### config.mk
export PLATFORM = sky130hd
export DESIGN_NAME = r5p_tcb_arb2_flat
export DESIGN_NICKNAME = d
export VERILOG_FILES = /design/src/rtl/r5p_tcb_arb2_pkg.sv /design/src/rtl/r5p_tcb_arb2_if.sv /design/src/rtl/r5p_tcb_arb2_rte.sv /design/src/rtl/r5p_tcb_arb2.sv /design/src/flat_wrapper.sv
export SDC_FILE = /design/constraint.sdc
export NUM_CORES = 1
export LEC_CHECK = 0
export ABC_CLOCK_PERIOD_IN_PS = 5600
export CORE_AREA = 10 10 115 117
export DETAILED_ROUTE_END_ITERATION = 10
export DIE_AREA = 0 0 125 127
export GPL_ROUTABILITY_DRIVEN = 0
export PLACE_DENSITY = 0.78
export SYNTH_ARGS = -nofsm -noshare
export SYNTH_HDL_FRONTEND = slang
export SYNTH_HIERARCHICAL = 1
export SYNTH_SLANG_ARGS = --single-unit
### constraint.sdc
create_clock -name clk -period 5.6 [get_ports clk]
set_input_delay 1.12 -clock clk [delete_from_list [all_inputs] [get_ports clk]]
set_output_delay 1.12 -clock clk [all_outputs]
set_load 0.01 [all_outputs]
### src/rtl/r5p_tcb_arb2_pkg.sv
// Shared types and constants for the two-manager TCB arbiter.
package r5p_tcb_arb2_pkg;

  // Number of managers merged onto the subordinate port.
  localparam int TCB_ARB_MAN = 2;

  // Response routing tag: one entry per cycle of subordinate response delay.
  typedef struct packed {
    logic       vld;  // a transfer happened in the cycle this tag was loaded
    logic [0:0] id;   // manager index that owned that transfer
  } tcb_arb_tag_t;

  // Lock state: FREE arbitrates every cycle, LOCK holds the grant while the
  // subordinate stalls a pending request.
  typedef enum logic {
    ST_FREE = 1'b0,
    ST_LOCK = 1'b1
  } arb_state_t;

endpackage

### src/rtl/r5p_tcb_arb2_if.sv
// TCB bus bundle: request fields from manager, ready/response from subordinate.
interface r5p_tcb_arb2_if #(
  parameter int AW = 32,
  parameter int DW = 32,
  parameter int BW = DW/8
) ();

  // Handshake: a transfer happens in any cycle where vld & rdy are both 1;
  // the manager holds vld and all request fields stable until that cycle,
  // and the response (rdt/err) appears a fixed DLY cycles after it.
  logic          vld;
  logic          wen;
  logic [AW-1:0] adr;
  logic [BW-1:0] ben;
  logic [DW-1:0] wdt;
  logic          rdy;
  logic [DW-1:0] rdt;
  logic          err;

  modport master (
    output vld, wen, adr, ben, wdt,
    input  rdy, rdt, err
  );

  modport slave (
    input  vld, wen, adr, ben, wdt,
    output rdy, rdt, err
  );

endinterface

### src/rtl/r5p_tcb_arb2_rte.sv
// Response routing tag pipeline: delays the {transfer, grant} tag by DLY
// cycles so each response is steered to the manager that issued it.
module r5p_tcb_arb_rte
  import r5p_tcb_arb2_pkg::*;
#(
  parameter int DLY = 1
) (
  input  logic         clk,
  input  logic         rst,
  input  tcb_arb_tag_t i_tag,
  output tcb_arb_tag_t o_tag
);

  generate
    if (DLY == 0) begin : g_bypass
      // Combinational subordinate: the current request owns the response.
      wire w_unused_clk_rst = clk | rst;
      assign o_tag = i_tag;
    end else begin : g_pipe
      tcb_arb_tag_t r_rte [DLY];

      // Shift a new tag in every cycle; reset drops all in-flight tags.
      always_ff @(posedge clk) begin
        if (rst) begin
          for (int i = 0; i < DLY; i++) r_rte[i] <= '0;
        end else begin
          r_rte[0] <= i_tag;
          for (int i = 1; i < DLY; i++) r_rte[i] <= r_rte[i-1];
        end
      end

      assign o_tag = r_rte[DLY-1];
    end
  endgenerate

endmodule

### src/rtl/r5p_tcb_arb2.sv
// Two-manager to one-subordinate TCB arbiter: IFU (m0) and LSU (m1) onto one
// memory port. LSU has fixed priority, IFU starvation is bounded by STV, and
// the grant is locked while the subordinate stalls a pending request.
module r5p_tcb_arb2
  import r5p_tcb_arb2_pkg::*;
#(
  parameter int AW  = 32,
  parameter int DW  = 32,
  parameter int BW  = DW/8,
  parameter int DLY = 1,
  parameter int STV = 4
) (
  input  logic       clk,
  input  logic       rst,
  r5p_tcb_arb2_if.slave  m0,
  r5p_tcb_arb2_if.slave  m1,
  r5p_tcb_arb2_if.master s,
  output logic       o_lck,
  output logic       o_lgnt,
  output logic [3:0] o_scnt
);

  localparam logic [3:0] STV_C = 4'(STV);

  arb_state_t    r_state;
  logic          r_lgnt;
  logic [3:0]    r_scnt;

  logic          w_gnt;
  logic          w_vld;
  logic          w_xfer;
  logic          w_wen;
  logic [AW-1:0] w_adr;
  logic [BW-1:0] w_ben;
  logic [DW-1:0] w_wdt;
  tcb_arb_tag_t  w_tag_in;
  tcb_arb_tag_t  w_own;

  // Grant selection from registered lock/counter state.
  always_comb begin
    w_gnt = 1'b0;
    if (r_state == ST_LOCK) begin
      w_gnt = r_lgnt;
    end else if (m0.vld && m1.vld) begin
      w_gnt = (r_scnt == STV_C) ? 1'b0 : 1'b1;
    end else begin
      w_gnt = m1.vld;
    end
  end

  // Request multiplexer driven by the grant.
  always_comb begin
    w_vld = w_gnt ? m1.vld : m0.vld;
    w_wen = w_gnt ? m1.wen : m0.wen;
    w_adr = w_gnt ? m1.adr : m0.adr;
    w_ben = w_gnt ? m1.ben : m0.ben;
    w_wdt = w_gnt ? m1.wdt : m0.wdt;
  end

  assign s.vld  = w_vld & ~rst;
  assign s.wen  = w_wen;
  assign s.adr  = w_adr;
  assign s.ben  = w_ben;
  assign s.wdt  = w_wdt;

  assign m0.rdy = ~w_gnt & s.rdy & ~rst;
  assign m1.rdy =  w_gnt & s.rdy & ~rst;

  assign w_xfer = s.vld & s.rdy;

  // Lock FSM: capture the grant when the subordinate stalls, release on transfer.
  always_ff @(posedge clk) begin
    if (rst) begin
      r_state <= ST_FREE;
      r_lgnt  <= 1'b0;
    end else begin
      case (r_state)
        ST_FREE: begin
          if (s.vld && !s.rdy) begin
            r_state <= ST_LOCK;
            r_lgnt  <= w_gnt;
          end
        end
        ST_LOCK: begin
          if (s.vld && s.rdy) r_state <= ST_FREE;
        end
        default: r_state <= ST_FREE;
      endcase
    end
  end

  // Starvation counter: LSU transfers while IFU waits, cleared by an IFU transfer.
  always_ff @(posedge clk) begin
    if (rst) begin
      r_scnt <= 4'd0;
    end else if (w_xfer && !w_gnt) begin
      r_scnt <= 4'd0;
    end else if (w_xfer && w_gnt && m0.vld && (r_scnt != STV_C)) begin
      r_scnt <= r_scnt + 4'd1;
    end
  end

  assign w_tag_in.vld = w_xfer;
  assign w_tag_in.id  = w_gnt;

  r5p_tcb_arb_rte #(
    .DLY (DLY)
  ) u_rte (
    .clk   (clk),
    .rst   (rst),
    .i_tag (w_tag_in),
    .o_tag (w_own)
  );

  // Read data is broadcast; only the owner of a valid tag sees the error.
  assign m0.rdt = s.rdt;
  assign m1.rdt = s.rdt;
  assign m0.err = s.err & w_own.vld & ~w_own.id[0] & ~rst;
  assign m1.err = s.err & w_own.vld &  w_own.id[0] & ~rst;

  assign o_lck  = (r_state == ST_LOCK);
  assign o_lgnt = r_lgnt;
  assign o_scnt = r_scnt;

endmodule

### src/flat_wrapper.sv
// flat-port wrapper written by rule: the top's interface ports become plain ports
module r5p_tcb_arb2_flat import r5p_tcb_arb2_pkg::*;
#(
  parameter int AW  = 32,
  parameter int DW  = 32,
  parameter int BW  = DW/8,
  parameter int DLY = 1,
  parameter int STV = 4
)
  (clk, rst, o_lck, o_lgnt, o_scnt, m0_vld, m0_wen, m0_adr, m0_ben, m0_wdt, m0_rdy, m0_rdt, m0_err, m1_vld, m1_wen, m1_adr, m1_ben, m1_wdt, m1_rdy, m1_rdt, m1_err, s_vld, s_wen, s_adr, s_ben, s_wdt, s_rdy, s_rdt, s_err);
  r5p_tcb_arb2_if #(.AW(AW), .DW(DW), .BW(BW)) m0_i ();
  r5p_tcb_arb2_if #(.AW(AW), .DW(DW), .BW(BW)) m1_i ();
  r5p_tcb_arb2_if #(.AW(AW), .DW(DW), .BW(BW)) s_i ();
  input  logic clk;
  input  logic rst;
  output logic o_lck;
  output logic o_lgnt;
  output logic [3:0] o_scnt;
  input wire logic [$bits(m0_i.vld)-1:0] m0_vld;
  input wire logic [$bits(m0_i.wen)-1:0] m0_wen;
  input wire logic [$bits(m0_i.adr)-1:0] m0_adr;
  input wire logic [$bits(m0_i.ben)-1:0] m0_ben;
  input wire logic [$bits(m0_i.wdt)-1:0] m0_wdt;
  output wire logic [$bits(m0_i.rdy)-1:0] m0_rdy;
  output wire logic [$bits(m0_i.rdt)-1:0] m0_rdt;
  output wire logic [$bits(m0_i.err)-1:0] m0_err;
  input wire logic [$bits(m1_i.vld)-1:0] m1_vld;
  input wire logic [$bits(m1_i.wen)-1:0] m1_wen;
  input wire logic [$bits(m1_i.adr)-1:0] m1_adr;
  input wire logic [$bits(m1_i.ben)-1:0] m1_ben;
  input wire logic [$bits(m1_i.wdt)-1:0] m1_wdt;
  output wire logic [$bits(m1_i.rdy)-1:0] m1_rdy;
  output wire logic [$bits(m1_i.rdt)-1:0] m1_rdt;
  output wire logic [$bits(m1_i.err)-1:0] m1_err;
  output wire logic [$bits(s_i.vld)-1:0] s_vld;
  output wire logic [$bits(s_i.wen)-1:0] s_wen;
  output wire logic [$bits(s_i.adr)-1:0] s_adr;
  output wire logic [$bits(s_i.ben)-1:0] s_ben;
  output wire logic [$bits(s_i.wdt)-1:0] s_wdt;
  input wire logic [$bits(s_i.rdy)-1:0] s_rdy;
  input wire logic [$bits(s_i.rdt)-1:0] s_rdt;
  input wire logic [$bits(s_i.err)-1:0] s_err;
  assign m0_i.vld = m0_vld;
  assign m0_i.wen = m0_wen;
  assign m0_i.adr = m0_adr;
  assign m0_i.ben = m0_ben;
  assign m0_i.wdt = m0_wdt;
  assign m0_rdy = m0_i.rdy;
  assign m0_rdt = m0_i.rdt;
  assign m0_err = m0_i.err;
  assign m1_i.vld = m1_vld;
  assign m1_i.wen = m1_wen;
  assign m1_i.adr = m1_adr;
  assign m1_i.ben = m1_ben;
  assign m1_i.wdt = m1_wdt;
  assign m1_rdy = m1_i.rdy;
  assign m1_rdt = m1_i.rdt;
  assign m1_err = m1_i.err;
  assign s_vld = s_i.vld;
  assign s_wen = s_i.wen;
  assign s_adr = s_i.adr;
  assign s_ben = s_i.ben;
  assign s_wdt = s_i.wdt;
  assign s_i.rdy = s_rdy;
  assign s_i.rdt = s_rdt;
  assign s_i.err = s_err;
  r5p_tcb_arb2 #(.AW(AW), .DW(DW), .BW(BW), .DLY(DLY), .STV(STV)) u_core (.clk(clk), .rst(rst), .m0(m0_i), .m1(m1_i), .s(s_i), .o_lck(o_lck), .o_lgnt(o_lgnt), .o_scnt(o_scnt));
endmodule
==> metrics.md <==
| Metric | Value |
|---|---|
| Fill cells | 1,093 |
| Total Routed Length | 10.94 mm |
| Syn_nets | 380 |
| Setup violations, final | 0 |
| Clk root buf | clkbuf_16 |
| Most frequent cells in the layout | clkdlybuf4s50_1, mux2_4, nor2_1, dfxtp_1, nand2_1 |
| # Max-Cap Violations | 0 |
| Initial Util | 0.1965 |
| Crit Path Max Fanout | 35 |
| Crit-path slowest cell | clkdlybuf4s50_1 |
| Required @ worst endpoint | 4.48 ns |
| M3 GR Usage | 0.06534 |
| Crit path from | m0_vld |
| Fin crit period | 4.690 ns |
| Nets | 538 |
| Clock transition at path regs | 0.04 ns |
| Io pins | 320 |
| Die ar. | 0.01588 mm2 |
| Post-Syn Instances | 202 |
| CP dominant cell by count | clkdlybuf4s50_1 |
| PD cells | 137.5 mW/mm2 |
| Post-DRT Antenna Nets | 0 |
| Relative slew slack | 0.7243 |
| FMAX | approximately 0.21 GHz |
| Crit share post-route | 0.8374 |
| EDFF count, synth | 0 |
| Core area | 0.01113 mm2 |
| Clock skew | ~0.00094 ns |
| Crit-path leading delay family | buffers and inverters |
| Register area share after synthesis | 0.07327 |
| Via count | approximately 2,100 |
| Syn avg cell area | between 10 and 15 um2 |
| Met2 usage | 0.2061 |
| Crit path DAT | 3.57 ns |
| Placed cells | 498 |
| CTS Hold Bufs | 0 |
| Largest net degree at the start of global routing | 36 |
| Top FF cell, synth | dfxtp_1 |
| Avg Vias per Cell | 4.188 |
| Total GRT Usage | 0.1252 |
| Net load switching power | 0.1523 mW |
| Gr busiest metal | met2 |
| Worst r2r src | u_core/o_scnt[0]$_SDFFE_PP0P_ |
| Combinational share of power | 0.677 |
| Async S/R FF share, synth | 0 |
| Synthesized area | 0.002186 mm2 |
| PortBufs | 223 |
| CTS buffer count | 3 |
| Synth Register Bits | 8 |
| Class of the most critical setup path | input port to primary output |
| Insertion delay to the later sink of the worst-skew pair | 0.23 ns |
| Global-route wire length before repair | 15.95 mm |
| Worst ir drop on vdd | 0.08611 mV |
| Final count of hold timing violations | 0 |
| Num rows | 39 |
| Post-CTS Resized | 0 |
| Commonest non-fill, non-tap cell in the layout | clkdlybuf4s50_1 |
| Routed WL per cell | 21.84 um |
| Unrepaired setup endpoints after global routing | no |
| M1 GR Usage | 0.1467 |
| P_int | between 0.4 and 0.5 mW |
| Residual DRC | 0 |
| CP Capture Type | primary output |
| Multi-input logic area | 0.001361 mm2 |
| Deepest level of the CTS H-tree | 1 |
| Delay of the slowest cell on the worst path | roughly 0.66 ns |
| Outcome | finished clean |
| CTS tree | built |
| Slew Limit Fails | 0 |
| Post-route insts no fill | 501 |
| Initial antenna violation count | 1 |
| Ys Warns | 6 |
| Hold Crit Class | flop to flop |
| Final setup TNS | 0 ns |
| Synth cell types | 35 |
| Register Area | 160.2 um2 |
| HPWL after detailed placement | 9.438 mm |
| Layout cells sized above 1 | 0.2318 |
| Vias in the first global route | approximately 2,300 |
| DR iter-0 viols | roughly 130 |
| Gr ovfl total | 0 |
| Share of power burned in the clock network | 0.214 |
| Die H | 127 um |
| HP Start | u_core/o_scnt[0]$_SDFFE_PP0P_ |
| Sw Ratio | 0.2714 |
| WP buf/inv | 3 |
| CTS Sinks | 8 |
| Die X | 125 um |
| Cells along the critical path | clkdlybuf4s50_1 > nand4b_2 > a21boi_4 > buf_12 > mux2_4 > clkdlybuf4s50_1 |
| Number of post-CTS setup repair buffers | 0 |
| Leakage | 1.711 nW |
| Max Root-Sink Buffers | 2 |
| Area growth syn-to-layout | 86.72% |
| Sequential Power Share | 0.110 |
| Worst Max-Slew Pin Slew | 0.4122 ns |
| 1st-pass router iterations | 4 |
| Setup crit start kind | input port |
| Number of antenna diodes | 0 |
-- area by class of cell --
cell class	count	share of cell area
Sequential cell	8	0.03924
Timing Repair Buffer	227	0.5604
Clock buffer	3	0.01839
Inverter	5	0.004598
Multi-Input combinational cell	115	0.3335
Tap cell	143	0.04384
-- metrics by stage --
stage                     total power [mW]  setup slack [ns]  utilization  cell area (um2)  hold WS (ns)
after global routing                0.5861            0.8198       0.3668             4081        0.6194
after floorplan                     0.2805             2.292            -             2186        0.5678
final                               0.5612            0.9105       0.3668             4081        0.5728
after global placement              0.4408            0.9876       0.3601             4006        0.5522
after detailed placement            0.4438            0.9245       0.3601             4006        0.5679
after CTS                           0.5692            0.9159       0.3668             4081        0.5767
-- path summary, 6_finish.rpt --
kind | to | slack (ns) | cells after the start
max | s_wdt[29] | 0.91 | 6
min | u_core/o_scnt[0]$_SDFFE_PP0P_ | 0.57 | 2
max reg2reg | u_core/o_scnt[3]$_SDFFE_PP0P_ | 3.71 | 8
min reg2reg | u_core/o_scnt[0]$_SDFFE_PP0P_ | 0.57 | 2
-- layer usage --
| layer | part of all wire | up-vias |
|---|---|---|
| met5 | 0.0012 | - |
| met4 | 0.0047 | 2 |
| met3 | 0.12 | 15 |
| met2 | 0.47 | 175 |
| met1 | 0.40 | 952 |
| li1 | - | 954 |
-- worst min-delay path: stages (launching register included) --
cell and delay (ns):
dfxtp_1 0.36, nand2_1 0.10, o31ai_2 0.06
-- logic make-up after synthesis --
logic type               synth area share
buffers and inverters              0.3074
multiplexers                       0.4785
AND/OR/NAND/NOR                   0.07155
AO/OA/AOI/OAI                     0.05781
flip-flops                        0.07327
adder cells (fa/ha/maj)           0.01145
-- synth_stat cells (all sizes together) (2+ instances only) --
| cell type | instances | area [um2] |
|---|---|---|
| nor2 | 8 | 30.03 |
| buf | 74 | 653.1 |
| mux2 | 69 | 1036 |
| nor2b | 3 | 18.77 |
| inv | 5 | 18.76 |
| dfxtp | 8 | 160.2 |
| nand2 | 8 | 35.03 |
| ha | 2 | 25.02 |
| nand3b | 2 | 15.01 |
| a211oi | 3 | 27.52 |
-- power by group through the flow --
stage	sequential, mW	clock (mW)	combinational [mW]
after global placement	0.0624	0	0.378
final	0.0616	0.120	0.380
after floorplan	0.0627	0	0.218
after global routing	0.0620	0.126	0.398
after CTS	0.0616	0.123	0.385
after detailed placement	0.0625	0	0.381
Power figures use the tool's default switching activity.
